$ cat config.mk
export PLATFORM = sky130hd
export DESIGN_NAME = decode_stage
export DESIGN_NICKNAME = d
export VERILOG_FILES = /design/src/rtl/decode_stage.sv
export SDC_FILE = /design/constraint.sdc
export NUM_CORES = 1
export LEC_CHECK = 0
export BUFFER_PORTS_ARGS = -buffer_cell sky130_fd_sc_hd__buf_2
export CORE_ASPECT_RATIO = 0.9
export CORE_UTILIZATION = 47
export DETAILED_ROUTE_END_ITERATION = 12
export GPL_ROUTABILITY_DRIVEN = 0
export PLACE_DENSITY = 0.76
export SLEW_MARGIN = 0
export SYNTH_ARGS = -nofsm -noshare
export SYNTH_HDL_FRONTEND = slang
export SYNTH_SLANG_ARGS = --single-unit
$ cat constraint.sdc
create_clock -name clk -period 4.3 [get_ports clk]
set_input_delay 0.86 -clock clk [delete_from_list [all_inputs] [get_ports clk]]
set_output_delay 0.86 -clock clk [all_outputs]
set_load 0.03 [all_outputs]
$ cat src/rtl/decode_stage.sv
// decode_stage: registered decode stage between fetch and execute.
// A DEPTH-entry queue buffers fetched instructions, and the head entry is decoded.
// The decoded bundle is issued over a valid/ready handshake.
// Optional feature macro: DECODE_SCOREBOARD_EN. When it is defined, a register
// scoreboard stalls issue on RAW hazards against in-flight LOAD and PCR results.
// Encodings: opcode is inst[6:0], wd=inst[31:27], rs1=inst[26:22],
// rs2=inst[21:17], pcr_cmd=inst[8:7].

module decode_stage #(
  parameter int unsigned DEPTH = 2,
  parameter int unsigned PC_W  = 32,
  parameter int unsigned NREGS = 32
) (
  input  logic             clk,
  input  logic             reset,
  input  logic             in_valid,
  output logic             in_ready,
  input  logic [31:0]      in_inst,
  input  logic [PC_W-1:0]  in_pc,
  input  logic             flush,
  output logic             out_valid,
  input  logic             out_ready,
  output logic [PC_W-1:0]  out_pc,
  output logic [31:0]      out_inst,
  output logic [4:0]       out_rs1,
  output logic [4:0]       out_rs2,
  output logic [4:0]       out_wd,
  output logic [2:0]       out_wb_sel,
  output logic             out_rf_wr_en,
  output logic             out_mem_req,
  output logic             out_mem_type,
  output logic             out_pcr_en,
  output logic [1:0]       out_pcr_cmd,
  input  logic             wb_valid,
  input  logic [4:0]       wb_rd,
  output logic [NREGS-1:0] busy
);

  localparam int unsigned PTR_W = $clog2(DEPTH);
  localparam int unsigned CNT_W = PTR_W + 1;

  typedef enum logic [6:0] {
    OPC_LOAD   = 7'h03,
    OPC_OP_IMM = 7'h13,
    OPC_STORE  = 7'h23,
    OPC_OP     = 7'h33,
    OPC_LUI    = 7'h37,
    OPC_BRANCH = 7'h63,
    OPC_JALR   = 7'h67,
    OPC_JAL    = 7'h6F,
    OPC_PCR    = 7'h73
  } opcode_e;

  typedef enum logic [2:0] {
    WB_NONE = 3'd0,
    WB_ALU  = 3'd1,
    WB_MEM  = 3'd2,
    WB_PC4  = 3'd3,
    WB_PCR  = 3'd4
  } wb_sel_e;

  typedef enum logic {
    MEM_REQ_READ  = 1'b0,
    MEM_REQ_WRITE = 1'b1
  } mem_type_e;

  logic [31:0]      inst_q [DEPTH];
  logic [PC_W-1:0]  pc_q   [DEPTH];
  logic [PTR_W-1:0] wr_ptr_q, wr_ptr_d;
  logic [PTR_W-1:0] rd_ptr_q, rd_ptr_d;
  logic [CNT_W-1:0] count_q, count_d;

  logic        empty, hazard, push, pop;
  logic [31:0] head_inst;
  logic [6:0]  opc;
  logic        chk_rs1, chk_rs2, sb_set;

  assign empty     = (count_q == '0);
  assign in_ready  = (count_q != CNT_W'(DEPTH));
  assign out_valid = !empty && !hazard;
  assign push      = in_valid && in_ready;
  assign pop       = out_valid && out_ready;

  assign head_inst = inst_q[rd_ptr_q];
  assign opc       = head_inst[6:0];
  assign out_inst  = head_inst;
  assign out_pc    = pc_q[rd_ptr_q];
  assign out_rs1   = head_inst[26:22];
  assign out_rs2   = head_inst[21:17];

  // Queue pointer/count next state; flush wins over a same-cycle push or pop.
  always_comb begin
    wr_ptr_d = wr_ptr_q;
    rd_ptr_d = rd_ptr_q;
    count_d  = count_q;
    if (flush) begin
      wr_ptr_d = '0;
      rd_ptr_d = '0;
      count_d  = '0;
    end else begin
      if (push) wr_ptr_d = wr_ptr_q + 1'b1;
      if (pop)  rd_ptr_d = rd_ptr_q + 1'b1;
      if (push && !pop)      count_d = count_q + 1'b1;
      else if (!push && pop) count_d = count_q - 1'b1;
    end
  end

  // Queue control registers.
  always_ff @(posedge clk or posedge reset) begin
    if (reset) begin
      wr_ptr_q <= '0;
      rd_ptr_q <= '0;
      count_q  <= '0;
    end else begin
      wr_ptr_q <= wr_ptr_d;
      rd_ptr_q <= rd_ptr_d;
      count_q  <= count_d;
    end
  end

  // Entry storage; cleared on reset so the decode outputs read as zero.
  always_ff @(posedge clk or posedge reset) begin
    if (reset) begin
      for (int unsigned i = 0; i < DEPTH; i++) begin
        inst_q[i] <= '0;
        pc_q[i]   <= '0;
      end
    end else if (push && !flush) begin
      inst_q[wr_ptr_q] <= in_inst;
      pc_q[wr_ptr_q]   <= in_pc;
    end
  end

  // Head decode, plus which sources need a hazard check.
  always_comb begin
    out_wd       = head_inst[31:27];
    out_wb_sel   = WB_NONE;
    out_rf_wr_en = 1'b0;
    out_mem_req  = 1'b0;
    out_mem_type = MEM_REQ_READ;
    out_pcr_en   = 1'b0;
    out_pcr_cmd  = 2'b00;
    chk_rs1      = 1'b1;
    chk_rs2      = 1'b0;
    sb_set       = 1'b0;
    case (opc)
      OPC_OP: begin
        out_wb_sel = WB_ALU; out_rf_wr_en = 1'b1; chk_rs2 = 1'b1;
      end
      OPC_OP_IMM: begin
        out_wb_sel = WB_ALU; out_rf_wr_en = 1'b1;
      end
      OPC_LUI: begin
        out_wb_sel = WB_ALU; out_rf_wr_en = 1'b1; chk_rs1 = 1'b0;
      end
      OPC_LOAD: begin
        out_wb_sel = WB_MEM; out_rf_wr_en = 1'b1; out_mem_req = 1'b1; sb_set = 1'b1;
      end
      OPC_STORE: begin
        out_mem_req = 1'b1; out_mem_type = MEM_REQ_WRITE; chk_rs2 = 1'b1;
      end
      OPC_BRANCH: chk_rs2 = 1'b1;
      OPC_JAL: begin
        out_wb_sel = WB_PC4; out_rf_wr_en = 1'b1; chk_rs1 = 1'b0; out_wd = 5'd1;
      end
      OPC_JALR: begin
        out_wb_sel = WB_PC4; out_rf_wr_en = 1'b1;
      end
      OPC_PCR: begin
        out_wb_sel = WB_PCR; out_rf_wr_en = 1'b1; out_pcr_en = 1'b1;
        out_pcr_cmd = head_inst[8:7]; sb_set = 1'b1;
      end
      default: ;
    endcase
  end

`ifdef DECODE_SCOREBOARD_EN
  logic [NREGS-1:0] busy_q, busy_d;

  // Scoreboard update: a clear is applied first so a same-register set wins.
  // A pop that coincides with a flush is discarded and sets nothing.
  always_comb begin
    busy_d = busy_q;
    if (wb_valid) busy_d[wb_rd] = 1'b0;
    if (pop && !flush && sb_set && (out_wd != 5'd0)) busy_d[out_wd] = 1'b1;
    busy_d[0] = 1'b0;
  end

  // Scoreboard register; flush leaves it intact for older in-flight writebacks.
  always_ff @(posedge clk or posedge reset) begin
    if (reset) busy_q <= '0;
    else       busy_q <= busy_d;
  end

  assign hazard = (chk_rs1 && busy_q[out_rs1]) || (chk_rs2 && busy_q[out_rs2]);
  assign busy   = busy_q;
`else
  logic unused_sb;
  assign unused_sb = ^{wb_valid, wb_rd, sb_set, chk_rs1, chk_rs2};
  assign hazard    = 1'b0;
  assign busy      = '0;
`endif

endmodule

Word level (Yosys, flattened, before mapping)
Index checks and enable logic that the tools add are counted.
{ "classes": {"n_addsub": 4, "n_mul": 0, "div_mod_pow": 0, "n_lt_le_gt_ge": 3, "n_eq_ne": 9, "n_shift": 0, "n_mux": 24, "bitwise_logic": 2, "n_reduce_logical": 18} }
{ "op_table": {"columns": ["op", "count"], "rows": [
  ["two-way mux 32 bit", 7],
  ["bitwise mux 64 bit", 2],
  ["demux 32 bit (select 1 bit)", 1],
  ["== test 7 x 6 -> 1 bit (second input constant)", 3],
  ["== test 7 bit (second input constant)", 3],
  ["one-hot mux 3 bit (4 select lines)", 1],
  ["two-way mux 1 bit", 8],
  ["two-way mux 2 bit", 4],
  ["== test 7 x 2 -> 1 bit (second input constant)", 1],
  ["== test 7 x 5 -> 1 bit (second input constant)", 1],
  ["OR reduction 7 bit", 1],
  ["logical AND 1 bit", 6],
  ["two-way mux 5 bit", 1],
  [">= comparator 2 bit (second input constant)", 2],
  ["logical NOT 1 bit", 4],
  ["inverter 1 -> 2 bit", 2],
  ["nonzero test 2 bit", 2],
  ["OR reduction 2 bit", 2],
  ["nonzero test 3 bit", 1],
  ["OR reduction 3 bit", 1],
  ["adder 1 bit (second input constant)", 2],
  ["adder 2 x 1 -> 2 bit (second input constant)", 1],
  ["logical NOT 2 bit", 1],
  ["< comparator 2 x 1 -> 1 bit (second input constant)", 1],
  ["other kinds (2)", 2]
]} }
{ "word_totals": {"reg_bits": 132, "latchBits": 0, "ramBits": 0, "rom_bits": 0, "out_inout_bits": 122, "wordCells": 67, "memories": 0} }

Depth between registers and ports, before layout
{ "depth": {"depth_word": 7, "mapped_depth": 6, "depth_no_buf": 4} }

Least setup slack after synthesis
No wires, ideal clock.
{ "synth_timing": {"path_type": "register -> output", "start": "reg rd_ptr_q", "end": "out out_pcr_cmd[0]", "arrival_ns": 1.976, "required_time_ns": 3.440, "slack_ns": 1.464, "path_stages_with_launch": 5, "path_cell_list": "dfrtp_1 -> clkbuf_1 -> mux2i_1 -> o21ai_0 -> nor3b_1"} }
{ "synth_between": {"elab_chain_cells": 6} }
{ "synth_lines": {"columns": ["item", "line", "rtl"], "rows": [
  ["from (decl)", "70", "logic [PTR_W-1:0] rd_ptr_q, rd_ptr_d;"],
  ["from (signal assigned)", "116", "rd_ptr_q <= rd_ptr_d;"],
  ["inverter 1 -> 2 bit (implied by the code) *", "84", "assign head_inst = inst_q[rd_ptr_q];"],
  ["two-way mux 32 bit (implied by the code) * (3 in a row)", "84", null],
  ["== test 7 bit", "146", "case (opc)"],
  ["two-way mux 2 bit *", "146", null],
  ["to (decl)", "33", "output logic [1:0] out_pcr_cmd,"]
]} }
Mark *: on every way between the ends. The rest lies on a longest branch, timed or not. The select of a mux whose other input is x is not followed.

Final worst setup path
Ends and elaborated chain as after synthesis.

==> results.cfg <==
[drt]
vias_per_cell = 5.132
drtIter0Drc = 111
route.vias.total = 4008
wl_mm = 12.72
wl_met1_mm = 5.449
routed.top_layer = met4
postRouteAntennaNets = 0
drcViolationCount = 0
routed-wl-met3_um = 789
met2WireLength_mm = 6.292
drtPass1Iterations = 4
wl_per_cell_um = 16.28

[power]
internal-power_uw = 3081
p_comb_share_pct = 29.6
p_sw_uw = 1490
fin_total_pwr_uw = 4571
clockPowerShare_pct = 32.4
sequentialPowerShare_pct = 38.0
irDropWorstVdd_mv = 0.3568
swShare_pct = 32.60
p_leak_uw = 0.003734
power_per_cell_area_nw_per_um2 = 582.6

[hold_path]
hold_path.class = reg2reg
hold_end = inst_q[24]$_DFFE_PP0P_
holdCritStartpoint = inst_q[24]$_DFFE_PP0P_
hold_depth = 1

[yosys]
synth_area_leader_cell = dfrtp_1
synthSimpleGateAreaFrac_pct = 3.076
synth.cell_area_sq_um = 6509
synth.top_cells.by_count = 138 x mux2_2, 132 x dfrtp_1, 50 x mux2_4, 42 x buf_4, 12 x buf_2
yosysMostFrequentCell = mux2_2
ys_seq_area_share_pct = 50.75
synthFlopType = dfrtp_1
synth.area.mux_share_pct = 36.18
synthAdderAreaFrac_pct = 0
async_flop_share_pct = 100.0
synth-edff-count = 0
synth_top_family_by_area = multiplexers
ys.warnings.count = 0
ys_seq_elements = 132
syn_area_per_cell_sq_um = 14.46
synth_top_area_share_pct = 50.75
synthCells = 450
synth_xor_area_share_pct = 0.1346
synth_compound_area_share_pct = 2.422
synth_cell_type_count = 36
synthTopCellsByArea = dfrtp_1 51%, mux2_2 24%, mux2_4 12%, buf_4 4.8%, buf_6 1.0%

[timing]
fmax_mhz = 274.6
slew_headroom_pct = 33.38
hold_viol_final = 0
min_period_ps = 3642
slew_viol_final = 0
worst_pin_slew_ps = 999.3
rsz0062_at_grt = false
min_period_over_period_pct = 84.69
skew_ps = 6.234
setup_viol = 0
tns_ps = 0

[floorplanning]
start_util_pct = 48.53
die_w_um = 126.0
dieArea_sq_um = 14320
top_level_ports = 197
placementRows = 40
core_region_area_sq_um = 13410
die_y_um = 113.6

[clock_tree]
cts_num_sinks = 132
clk_latency_ps = 400
clockBufferDepth = 2
cts_setup_buffers = 0
cts_resized = 0
cts_tree = yes
cts_hold_buf = 0
ctsHtreeMaxLevel = 4
cts_buffers = 17
cts-root-buf = clkbuf_16
clk_pin_slew_ps = 60

[finish]
diodes = 0
area_growth_pct = 20.55
final_cells = 781
drive_above_1_share_pct = 63.62
num-nets-final = 675

[run_status]
status = finished clean

[flow_run]
cap_viol_max_count = 0

[global_routing]
grt_pass1_vias = 4255
antenna_found_initial = 0
grt_first_pass_wirelength_mm = 20.91
grt_max_degree = 133
grt.overflow.total = 0
grtUsageTotal_pct = 18.62

[worst_setup_path]
path_max_fanout = 75
critical_path_class = reg2out
arrival_ps = 2780
required_ps = 3440
crit_path_start_kind = register
rrSetupSlack_ps = 2310
critPathCaptureType = output port
worstReg2RegEnd = inst_q[38]$_DFFE_PP0P_
r2r_start = count_q[1]$_DFFE_PP0P_
rr_worst_depth = 4

[placement]
place_inst = 749
hpwlAfterDp_mm = 8.374
portBuffers = 158
-- metal layers --
metal	up-vias	track usage [%]
met3	21	5.910
met5	-	0
li1	1836	-
met1	2013	22.29
met2	138	31.49
met4	0	7.068
-- metrics by stage --
stage                     worst slack, ps  hold slack (ps)  area, sq um  util, %
after floorplan                      1464            473.6         6629        -
after global placement               1237            480.6         7229    53.90
after detailed placement             1124            491.8         7229    53.90
after CTS                           678.9            504.5         7846    58.50
after global routing                517.2            518.1         7846    58.50
final                               658.3            501.5         7846    58.50
-- flip-flops by register name, summed over array words and instances, names as in the netlist --
| register | flops |
|---|---|
| inst_q | 64 |
| count_q | 2 |
| rd_ptr_q | 1 |
| wr_ptr_q | 1 |
| pc_q | 64 |
-- worst max path at each step --
stage                           to            startpoint
global placement    out_pcr_cmd[0]  rd_ptr_q$_DFFE_PP0P_
finish              out_pcr_cmd[0]  rd_ptr_q$_DFFE_PP0P_
floorplan           out_pcr_cmd[0]  rd_ptr_q$_DFFE_PP0P_
detailed placement  out_pcr_cmd[0]  rd_ptr_q$_DFFE_PP0P_
global route        out_pcr_cmd[0]  rd_ptr_q$_DFFE_PP0P_
CTS                 out_pcr_cmd[0]  rd_ptr_q$_DFFE_PP0P_
-- cell usage in the layout, fill, tap and decap left out, types with 2 or more instances in the layout --
cell type | netlist | layout
a21oi_1 | 6 | 6
or2_2 | 2 | 2
bufinv_16 | 0 | 3
mux2_2 | 138 | 138
inv_6 | 0 | 2
mux2i_1 | 5 | 5
o21ai_0 | 6 | 6
a21o_1 | 2 | 2
clkinvlp_4 | 0 | 5
nor2_1 | 7 | 7
buf_4 | 42 | 4
nor3b_1 | 4 | 4
and3_1 | 2 | 2
dfrtp_1 | 132 | 131
inv_1 | 7 | 6
mux2_4 | 50 | 50
buf_2 | 12 | 158
o221ai_1 | 2 | 2
conb_1 | 1 | 32
a21boi_0 | 4 | 4
clkbuf_16 | 0 | 17
clkinv_4 | 0 | 4
o21a_1 | 2 | 2
and3b_1 | 3 | 3
-- power groups by stage --
| stage | Sequential (uW) | Combinational, uW | Clock, uW |
|---|---|---|---|
| 2_1_floorplan | 1670 | 1160 | 0 |
| 3_3_place_gp | 1720 | 1330 | 0 |
| 3_5_place_dp | 1760 | 1360 | 0 |
| 4_1_cts | 1740 | 1370 | 1510 |
| 5_1_grt | 1780 | 1440 | 1570 |
| 6_report | 1740 | 1350 | 1480 |
-- layout make-up --
type	instances	area, sq um
fillers	1072	5567
flip-flops and latches	132	3307
multi-input cells	279	2841
repair buffers	163	840.8
clock buffers	18	439.2
well taps	168	210.2
clock inverters	14	177.7
inverters	7	30.03
-- worst max-delay path, stage by stage (launching register included) --
cell	delay [ps]
dfrtp_4	1090
mux2i_1	480
o21ai_0	300
nor3b_1	260
buf_2	230
-- kinds of logic after synthesis --
group | count (synthesis)
xor+xnor | 1
buf+inv | 70
flops | 132
other cells | 1
simple gates | 28
mux | 193
compound gates | 25
No activity file was read; power rests on OpenSTA's default activity.
